### src/rtl/n_term_frame_loader.sv
// Configuration frame loader: parses a header word, collects N row words into
// FrameData, then pulses a one-hot FrameStrobe into the column's ConfigMem.
module n_term_frame_loader #(
    parameter int MaxFramesPerCol = 20,
    parameter int FrameBitsPerRow = 32,
    parameter int NumberOfRows    = 2,
    parameter int ColumnIndex     = 0
) (
    input  logic                                    CLK,
    input  logic                                    RESET,
    input  logic [FrameBitsPerRow-1:0]              s_data,
    input  logic                                    s_valid,
    output logic                                    s_ready,
    output logic [NumberOfRows*FrameBitsPerRow-1:0] FrameData,
    output logic [MaxFramesPerCol-1:0]              FrameStrobe,
    output logic                                    busy,
    output logic                                    err
);
    localparam logic [7:0]                 SyncByte  = 8'hFA;
    localparam logic [7:0]                 RowLimit  = 8'(NumberOfRows);
    localparam logic [7:0]                 MyColumn  = 8'(ColumnIndex);
    localparam logic [31:0]                FrameMax  = 32'(MaxFramesPerCol);
    localparam logic [MaxFramesPerCol-1:0] StrobeOne = MaxFramesPerCol'(1);

    typedef enum logic [2:0] {IDLE, DATA, SETUP, STROBE, HOLD} stateT;

    stateT      state;
    logic [7:0] colIdx;
    logic [7:0] frameIdx;
    logic [7:0] rowTotal;
    logic [7:0] rowCnt;

    logic xfer;
    logic hdrOk;
    logic lastRow;
    logic colMatch;
    logic frameInRange;

    assign xfer         = s_valid && s_ready;
    assign hdrOk        = (s_data[31:24] == SyncByte) && (s_data[7:0] != 8'd0) &&
                          (s_data[7:0] <= RowLimit);
    assign lastRow      = (rowCnt + 8'd1) == rowTotal;
    assign colMatch     = colIdx == MyColumn;
    assign frameInRange = {24'd0, frameIdx} < FrameMax;

    // s_ready and busy are registered alongside the state they describe, so
    // they reflect the state being entered and never look at s_valid.
    always_ff @(posedge CLK) begin
        if (RESET) begin
            state       <= IDLE;
            FrameData   <= '0;
            FrameStrobe <= '0;
            err         <= 1'b0;
            busy        <= 1'b0;
            s_ready     <= 1'b0;
            rowCnt      <= 8'd0;
            rowTotal    <= 8'd0;
            colIdx      <= 8'd0;
            frameIdx    <= 8'd0;
        end else begin
            err         <= 1'b0;
            FrameStrobe <= '0;
            case (state)
                IDLE: begin
                    s_ready <= 1'b1;
                    busy    <= 1'b0;
                    if (xfer) begin
                        if (hdrOk) begin
                            colIdx    <= s_data[23:16];
                            frameIdx  <= s_data[15:8];
                            rowTotal  <= s_data[7:0];
                            rowCnt    <= 8'd0;
                            FrameData <= '0;
                            busy      <= 1'b1;
                            state     <= DATA;
                        end else begin
                            err <= 1'b1;
                        end
                    end
                end
                DATA: begin
                    if (xfer) begin
                        for (int r = 0; r < NumberOfRows; r++) begin
                            if (rowCnt == 8'(r)) begin
                                FrameData[r*FrameBitsPerRow +: FrameBitsPerRow] <= s_data;
                            end
                        end
                        rowCnt <= rowCnt + 8'd1;
                        if (lastRow) begin
                            if (colMatch && frameInRange) begin
                                s_ready <= 1'b0;
                                state   <= SETUP;
                            end else begin
                                err   <= colMatch;
                                busy  <= 1'b0;
                                state <= IDLE;
                            end
                        end
                    end
                end
                SETUP: begin
                    FrameStrobe <= StrobeOne << frameIdx;
                    state       <= STROBE;
                end
                STROBE: begin
                    state <= HOLD;
                end
                HOLD: begin
                    s_ready <= 1'b1;
                    busy    <= 1'b0;
                    state   <= IDLE;
                end
                default: begin
                    state <= IDLE;
                end
            endcase
        end
    end
endmodule

### config.mk
export PLATFORM = sky130hd
export DESIGN_NAME = n_term_frame_loader
export DESIGN_NICKNAME = d
export VERILOG_FILES = /design/src/rtl/n_term_frame_loader.sv
export SDC_FILE = /design/constraint.sdc
export NUM_CORES = 1
export LEC_CHECK = 0
export ABC_AREA = 1
export BUFFER_PORTS_ARGS = -buffer_cell sky130_fd_sc_hd__buf_4
export CORE_MARGIN = 2
export CORE_UTILIZATION = 43
export DETAILED_ROUTE_END_ITERATION = 10
export GPL_TIMING_DRIVEN = 0
export PLACE_DENSITY = 0.69
export SETUP_SLACK_MARGIN = 0.15
export SLEW_MARGIN = 20
export SYNTH_ARGS = -nofsm -noshare
export SYNTH_HDL_FRONTEND = slang
export SYNTH_SLANG_ARGS = --single-unit
### constraint.sdc
create_clock -name CLK -period 2.85 [get_ports CLK]
set_input_delay 0.285 -clock CLK [delete_from_list [all_inputs] [get_ports CLK]]
set_output_delay 0.285 -clock CLK [all_outputs]
set_load 0.1 [all_outputs]
==> After elaboration in Yosys (flattened, before gate mapping) <==
Cells that the tools add are included.
{ "classes": {"n_addsub": 1, "order_cmp": 2, "n_eq_ne": 15, "n_shift": 1, "muxes": 32, "n_bitwise": 1, "n_reduce_logical": 20} }
{ "op_table": {"columns": ["operator", "count"], "rows": [
  ["2-to-1 mux 64 bit", 3],
  ["one-hot mux 64 bit (2 select lines)", 1],
  ["2-to-1 mux 32 bit", 2],
  ["2-to-1 mux 8 bit", 3],
  ["left shift 1 x 8 -> 20 bit (first input constant)", 1],
  ["zero test 8 bit", 2],
  ["inequality test 2 bit (second input constant)", 8],
  ["one-hot mux 8 bit (2 select lines)", 1],
  ["AND reduction 4 bit", 4],
  ["2-to-1 mux 1 bit", 13],
  ["2-to-1 mux 3 bit", 4],
  ["one-hot mux 3 bit (4 select lines)", 1],
  ["AND reduction 5 bit", 2],
  ["adder 8 x 1 -> 8 bit (second input constant)", 1],
  ["equality test 8 x 1 -> 1 bit (second input constant)", 1],
  ["equality test 8 bit", 1],
  ["equality test 8 bit (second input constant)", 1],
  ["less-or-equal comparator 8 x 2 -> 1 bit (second input constant)", 1],
  ["< comparator 8 x 5 -> 1 bit (second input constant)", 1],
  ["nonzero test 8 bit", 1],
  ["equality test 3 x 2 -> 1 bit (second input constant)", 2],
  ["logical AND 1 bit", 4],
  ["one-hot mux 1 bit (2 select lines)", 2],
  ["nonzero test 2 bit", 2],
  ["9 further kinds", 10]
]} }
{ "totals": {"reg_bits": 122, "in_bits": 35, "word_cells": 83} }

==> Depth between registers and ports, before layout <==
Gate-level depths: netlist of run 1.
{ "logic_depth": {"word_depth": 6, "mapped_depth": 14, "mapped_depth_nobuf": 14} }

==> Worst setup path after synthesis of run 1 <==
OpenSTA, ideal clock, no wires.
{ "synth_path": {"path_kind": "register -> register", "startpoint": "register s_ready", "endpoint": "register FrameData[10]", "setup_ns": 0.117, "arrival_ns": 2.141, "required_time_ns": 2.733, "setup_slack_ns": 0.593, "path_stages_with_launch": 9, "n_path_buf": 1, "synth_period_minus_slack_ns": 2.257, "cell_sequence": "dfxtp_1 -> nand2_1 -> inv_1 -> nand4_1 -> nand2_4 -> nand2_2 -> clkbuf_2 -> o21ai_0 -> nor2_1"} }
{ "synth_between": {"elab_chain_cells": 3} }
{ "synth_rtl": {"columns": ["element", "line_no", "text"], "rows": [
  ["from (decl)", "13", "output logic s_ready,"],
  ["from (signal assigned)", "55", "s_ready <= 1'b0;"],
  ["from (signal assigned)", "65", "s_ready <= 1'b1;"],
  ["from (signal assigned)", "91", "s_ready <= 1'b0;"],
  ["logical AND 1 bit *", "39", "assign xfer = s_valid && s_ready;"],
  ["inequality test 2 bit (no source line)", null, null],
  ["AND reduction 5 bit (no source line) *", null, null],
  ["to (signal, indexed assignment)", "85", "FrameData[r*FrameBitsPerRow +: FrameBitsPerRow] <= s_data;"],
  ["to (decl)", "14", "output logic [NumberOfRows*FrameBitsPerRow-1:0] FrameData,"]
]} }
Every way passes the cells marked *; elsewhere a longest branch is shown, timed or not.
A chain may end at the register's enable or synchronous reset.

==> Worst setup path after layout of run 1 <==
{ "layout_path": {"startpoint": "register rowCnt[0]", "endpoint": "register state[0]"} }
{ "layout_between": {"elab_chain_cells": 4} }
{ "layout_rtl": {"columns": ["element", "line_no", "text"], "rows": [
  ["from (decl)", "31", "logic [7:0] rowCnt;"],
  ["from (signal assigned)", "88", "rowCnt <= rowCnt + 8'd1;"],
  ["adder 8 x 1 -> 8 bit", "42", "assign lastRow = (rowCnt + 8'd1) == rowTotal;"],
  ["equality test 8 bit", "42", null],
  ["inequality test 2 bit (no source line)", null, null],
  ["AND reduction 4 bit (no source line)", null, null],
  ["to (signal assigned)", "50", "state <= IDLE;"],
  ["to (signal assigned)", "75", "state <= DATA;"],
  ["to (signal assigned)", "92", "state <= SETUP;"],
  ["to (decl)", "27", "stateT state;"]
]} }
No other way between the ends.

==> results of run 1 <==
## area by class of cell
class / instances / area, um2
plain buffers: 30 / 165
clock buffers: 18 / 439
clock inverters: 14 / 183
fillers: 1070 / 4640
inverters: 80 / 305
multi-input cells: 446 / 2010
flip-flops and latches: 122 / 2440
well taps: 143 / 179
repair buffers: 121 / 908
## sequential cells by signal, summed over array words and instances, names as in the netlist
register / count
FrameData: 64
FrameStrobe: 20
colIdx: 8
frameIdx: 8
rowCnt: 8
rowTotal: 8
state: 3
busy: 1
err: 1
s_ready: 1
## power breakdown
| part | switching [uW] | total [uW] | internal [uW] |
|---|---|---|---|
| sequential | 0.867 | 1710 | 1710 |
| combinational | 79.0 | 130 | 50.7 |
| clock | 830 | 2250 | 1420 |
| total | 910 | 4090 | 3180 |
## critical path, cell delays in order, from the launching register on
cell     delay, ns
dfxtp_1       0.47
inv_1         0.11
nor2_1        0.39
nand3_1       0.17
nand3_1       0.13
nand2_1       0.06
nor2_1        0.10
nand3_1       0.09
nand2_1       0.17
nand3_1       0.11
o21ai_0       0.15
inv_1         0.05
## through the flow
stage / cells / utilization / total power (uW) / cell area, um2
global placement: 942 / 0.533 / 1870 / 6010
CTS: 974 / 0.588 / 4120 / 6630
floorplan: 678 / - / 1810 / 4920
global route: 974 / 0.588 / 4210 / 6630
finish: 974 / 0.588 / 4090 / 6630
detailed placement: 942 / 0.533 / 1870 / 6010
## cell families (layout without fill, tap and decap cells)
logic type               count (synthesis)  count (layout)
AND/OR/NAND/NOR                        318             318
adder cells (fa/ha/maj)                  3               3
buffers and inverters                  110             263
XOR/XNOR                                 2               2
flip-flops                             122             122
AO/OA/AOI/OAI                          123             123
## cells in the final DEF (no fill, tap or decap), types with 3 or more instances in the layout
cell type   count
clkinvlp_4      3
nand2_1        52
buf_4         121
inv_6           7
inv_1          74
ha_1            3
nor3_1          5
a21oi_1        30
clkbuf_2        6
inv_2           3
clkbuf_1       17
clkbuf_16      17
o21ai_0        90
nor2_1        200
nand3_1        34
buf_6           6
bufinv_16       3
nand4_1        19
dfxtp_1       122
## layer usage
layer | vias to the layer above | global-route usage
met5 | - | 0
li1 | 2444 | -
met3 | 23 | 0.0569
met2 | 162 | 0.368
met1 | 2263 | 0.287
met4 | 0 | 0.0817
## worst min path at each step
stage | start | to | slack [ns] | cells past startpoint
final | s_data[14] | frameIdx[6] | 0.15 | 3
after global routing | s_data[22] | colIdx[6] | 0.14 | 3
after CTS | s_data[14] | frameIdx[6] | 0.14 | 3
after detailed placement | colIdx[0] | colIdx[0] | 0.45 | 2
after global placement | colIdx[5] | colIdx[5] | 0.44 | 2
after floorplan | colIdx[0] | colIdx[0] | 0.43 | 2
==> results.md, run 1 <==
* Status: complete, no violations
* Clock root buffer: clkbuf_16
* Hpwl dp at between 10000 and 15000 um
* EDFF count, synth at 0
* Post-synthesis compound-gate area fraction at 0.127
* Largest net degree at the start of global routing at 17
* First-pass GRT wire length at 22400 um
* Post-CTS Hold Buffers at 0
* RSZ-0062 raised after global routing: no
* Post-Route M1 WL at between 6000 and 7000 um
* Post-synth top cells: 200 x nor2_1, 122 x dfxtp_1, 90 x o21ai_0, 74 x inv_1, 52 x nand2_1
* Post-synth cell types at 29
* YS warnings at 0
* TritonCTS Buffers at 17
* PostCTS Resize Cnt at 0
* Num rows at 39
* Setup Total Neg Slack at 0 ns
* R2r endpoint: state[0]
* Share of cells above drive strength 1 at 0.213
* DIE WIDTH at 111 um
* Core Box Area at 11300 um2
* DRT Wirelength at around 14000 um
* I/O Buffers at about 120
* Min Clock Period, post-route at between 2 and 2.5 ns
* Power Dens Cells at between 600 and 700 nW/um2
* Via density at roughly 5
* Final hold vios at 0
* All-Layer GR Usage at 0.224
* Routed wl met3 at 804 um
* Clock sinks at around 120
* Die span in y at between 100 and 150 um
* Routability congestion estimate at about 0.9
* R2R Setup Slk at approximately 0.74 ns
* Max_cap viols at 0
* Hold slack at approximately 0.15 ns
* CP endpoint kind: flip-flop
* Worst-margin pin slew at about 0.56 ns
* Maximum clock path buffer count at 2
* CP Launch Point: rowCnt[0]
* Max Clk Rate at between 0.4 and 0.5 GHz
* Adder-Cell Fraction of Synth Area at 0.00763
* Post-Synth Simple-Gate Area at 0.270
* CP startpoint kind: flip-flop
* Initial antenna violation count at 0
* Cell taking the most area after synthesis: dfxtp_1
* Grt total ovfl at 0
* R2R cell count at 11
* Post-synthesis xor/xnor area fraction at 0.00356
* Dominant cells by area after synthesis: dfxtp_1 50%, nor2_1 15%, o21ai_0 9.2%
* Most numerous cell in the Yosys netlist: nor2_1
* Top_reg_cell synth: dfxtp_1
* Starting Density at 0.437
* Main combinational cell family by area after synthesis: simple AND/OR/NAND/NOR gates
* Worst-path clk slew at about 0.060 ns
* WP data arrival at 2.41 ns
* Initial DRT Pass Iterations at 5
* Seq cells post-synth at 122
* Nets at 856
* Area Overhead vs Synth at 34.7%
* Dpl ws at a little under 0.6 ns
* CTS H-tree lvls at 4
* R2R Path Start: rowCnt[0]
* Post-synth ARST share at 0
* Final ANT Viol Nets at 0
* TritonCTS clock tree: yes
* DRC viols at 0
* Wire length per cell at ~14 um
* Antenna diode count at 0
* Crit Path Max Fanout at 7
* P_leak at ~0.003 uW
* Worst Setup EP: state[0]
* Mux cell area share after synthesis at 0
* DRT iter0 DRCs at roughly 280
* Rel. slew slack at 0.626
* Mapped Cells at roughly 680
* IO Count at roughly 120
* Worst VDD drop at approximately 0.33 mV
* Synthesized area at slightly below 5000 um2
* Met2 wire len at roughly 6500 um
* Full die area at between 10000 and 15000 um2
* Vias in the first global route at ~4.7k
* Post-CTS Setup Bufs at 0
* Setup violators final at 0
* Vias at 4892
* Top routing layer used: met4
* Setup CP Type: flip-flop to flip-flop
* Post-synthesis sequential area ratio at 0.496
* Clock skew at between 0.007 and 0.008 ns
* Final worst slack at between 0.7 and 0.8 ns
* Max-slew violations at 0
* Hold Path Class: primary input to flip-flop
* Area share of the largest cell type after synthesis at 0.496
* Worst-Skew Late Latency at 0.41 ns
* WP data required at roughly 3.2 ns
* Syn_nets at 716
* Synth Area per Inst at a little over 7 um2
* Tcrit/Tclk final at 0.739
No activity file was read; power rests on OpenSTA's default activity.
==> run 2: changes to the inputs <==
==> constraint.sdc (replaced) <==
create_clock -name CLK -period 2.15 [get_ports CLK]
set_input_delay 0.215 -clock CLK [delete_from_list [all_inputs] [get_ports CLK]]
set_output_delay 0.215 -clock CLK [all_outputs]
set_load 0.1 [all_outputs]
==> results.md, run 2 (same netlist as run 1, synthesis figures left out) <==
* Status: complete, no violations
* Area occupied by multi-input gates at 2070 um2
* Initial antenna violation count at 0
* Largest net degree at the start of global routing at 17
* CP endpoint kind: flip-flop
* CP most frequent cell: inv_2
* Num rows at 39
* Commonest non-fill, non-tap cell in the layout: nor2_1
* Tcrit/Tclk final at 0.855
* Setup Total Neg Slack at 0 ns
* DIE WIDTH at between 100 and 150 um
* Clock skew at approximately 0.0067 ns
* Via density at between 4 and 5
* Hpwl dp at roughly 10000 um
* Nets at about 860
* Crit path largest cell delay at around 0.40 ns
* I/O Buffers at approximately 120
* Routability congestion estimate at 0.900
* Final ANT Viol Nets at 0
* Max Clk Rate at around 0.54 GHz
* CP startpoint kind: flip-flop
* Maximum clock path buffer count at 2
* Initial DRT Pass Iterations at 5
* Vias in the first global route at ~4.5k
* DRC viols at 0
* Final hold vios at 0
* Wire length per cell at about 14 um
* CTS H-tree lvls at 4
* TritonCTS clock tree: yes
* Reg with most FFs: FrameData
* Crit Path Max Fanout at 10
* DRT iter0 DRCs at roughly 340
* Critical path's slowest cell: dfxtp_1
* Placed Instances at around 940
* IO Count at around 120
* Share of cells above drive strength 1 at 0.238
* All-Layer GR Usage at 0.222
* Setup violators final at 0
* Clock root buffer: clkbuf_16
* Worst-Skew Late Latency at about 0.41 ns
* Setup CP Type: flip-flop to flip-flop
* DRT Wirelength at roughly 14000 um
* Core Box Area at roughly 11000 um2
* Fillers at between 1k and 1.5k
* Crit-path leading delay family: simple AND/OR/NAND/NOR gates
* Rel. slew slack at 0.613
* Fin cells at 979
* Power Dens Cells at around 800 nW/um2
* Max-slew violations at 0
* Largest registers: FrameData (64), FrameStrobe (20)
* Worst VDD drop at between 0.4 and 0.5 mV
* Die span in y at 111 um
* RSZ-0062 raised after global routing: no
* WP data required at approximately 2.5 ns
* Max reg flops at 64
* Total power at ~5300 uW
* Dpl ws at -0.0590 ns
* Grt total ovfl at 0
* Commonest non-fill, non-tap cells in the layout: 196 x nor2_1, 127 x buf_4, 117 x dfxtp_1
* Clock sinks at approximately 120
* Max_cap viols at 0
* Cell Chain, Critical Path: inv_2 -> nor3_4 -> inv_4 -> nor2_4 -> inv_2 -> nand2_4 -> nand2_2 -> clkbuf_2 -> o21ai_0 -> nor2_1
* TritonCTS Buffers at 17
* Area Overhead vs Synth at 36.6%
* Antenna diode count at 0
* Min Clock Period, post-route at ~1.8 ns
* Hold Path Class: primary input to flip-flop
* Final worst slack at between 0.3 and 0.4 ns
* P_leak at 0.00302 uW
* Starting Density at 0.437
* Full die area at roughly 12000 um2
* Reg area at between 2000 and 2500 um2
* Worst-margin pin slew at 0.579 ns
* WP data arrival at ~2.1 ns
* First-pass GRT wire length at 22000 um
* Vias at between 4k and 5k
* Worst path bufs/invs at 4
* Worst-path clk slew at about 0.06 ns
* Hold slack at 0.0808 ns
run 2: cell types whose count changed in the layout (fill, tap and decap cells not counted), moves of 3 or more:
| cell | change |
|---|---|
| clkinv_4 | +4 |
| nor2_1 | -4 |
| dfxtp_2 | +3 |
| inv_6 | -6 |
| inv_2 | +3 |
| dfxtp_1 | -5 |
| buf_4 | +6 |
| inv_1 | -3 |
run 2: repair_timing:
action,4_1_cts,5_1_grt
resized for setup,2,20
pin swaps,1,5
hold buffers,0,0
setup endpoints to repair,59,75
buffers inserted,1,5
run 2: final timing paths:
path | slack, ns | cells after the start | startpoint | endpoint
worst max-delay path | 0.31 | 10 | state[0] | FrameData[51]
worst min-delay path | 0.08 | 3 | s_data[14] | frameIdx[6]
worst max register to register | 0.31 | 10 | state[0] | FrameData[51]
worst min register to register | 0.46 | 2 | colIdx[2] | colIdx[2]
run 2: power by group:
| part | total (uW) | switching, uW | internal, uW |
|---|---|---|---|
| combinational | 171 | 104 | 67.2 |
| sequential | 2260 | 1.15 | 2260 |
| clock | 2880 | 1060 | 1820 |
| total | 5320 | 1170 | 4150 |
run 2: worst register-to-register path: stages, from the launching register on:
cell and delay, ns:
dfxtp_1 0.40, inv_2 0.07, nor3_4 0.26, inv_4 0.10, nor2_4 0.14, inv_2 0.05
nand2_4 0.09, nand2_2 0.11, clkbuf_2 0.22, o21ai_0 0.23, nor2_1 0.06
run 2: stage by stage:
step	area (um2)	utilization
finish	6730	0.597
global route	6730	0.597
CTS	6620	0.588
detailed placement	6010	0.533
global placement	6010	0.533
floorplan	4920	-
run 2: area by class of cell:
class	instances	area share
Timing Repair Buffer	127	0.142
Sequential cell	122	0.365
Inverter	80	0.0454
Multi-Input combinational cell	446	0.308
Clock buffer	17	0.0633
Tap cell	143	0.0266
Buffer	30	0.0246
Clock inverter	14	0.0260
run 2: routing by layer:
metal | global-route usage | wire length, um | share of wire | up-vias
met2 | 0.353 | 6520 | 0.47 | 153
met3 | 0.0558 | 805 | 0.058 | 24
met4 | 0.0708 | 242 | 0.018 | 0
met5 | 0 | 0 | 0 | -
li1 | - | - | - | 2459
met1 | 0.296 | 6270 | 0.45 | 2225
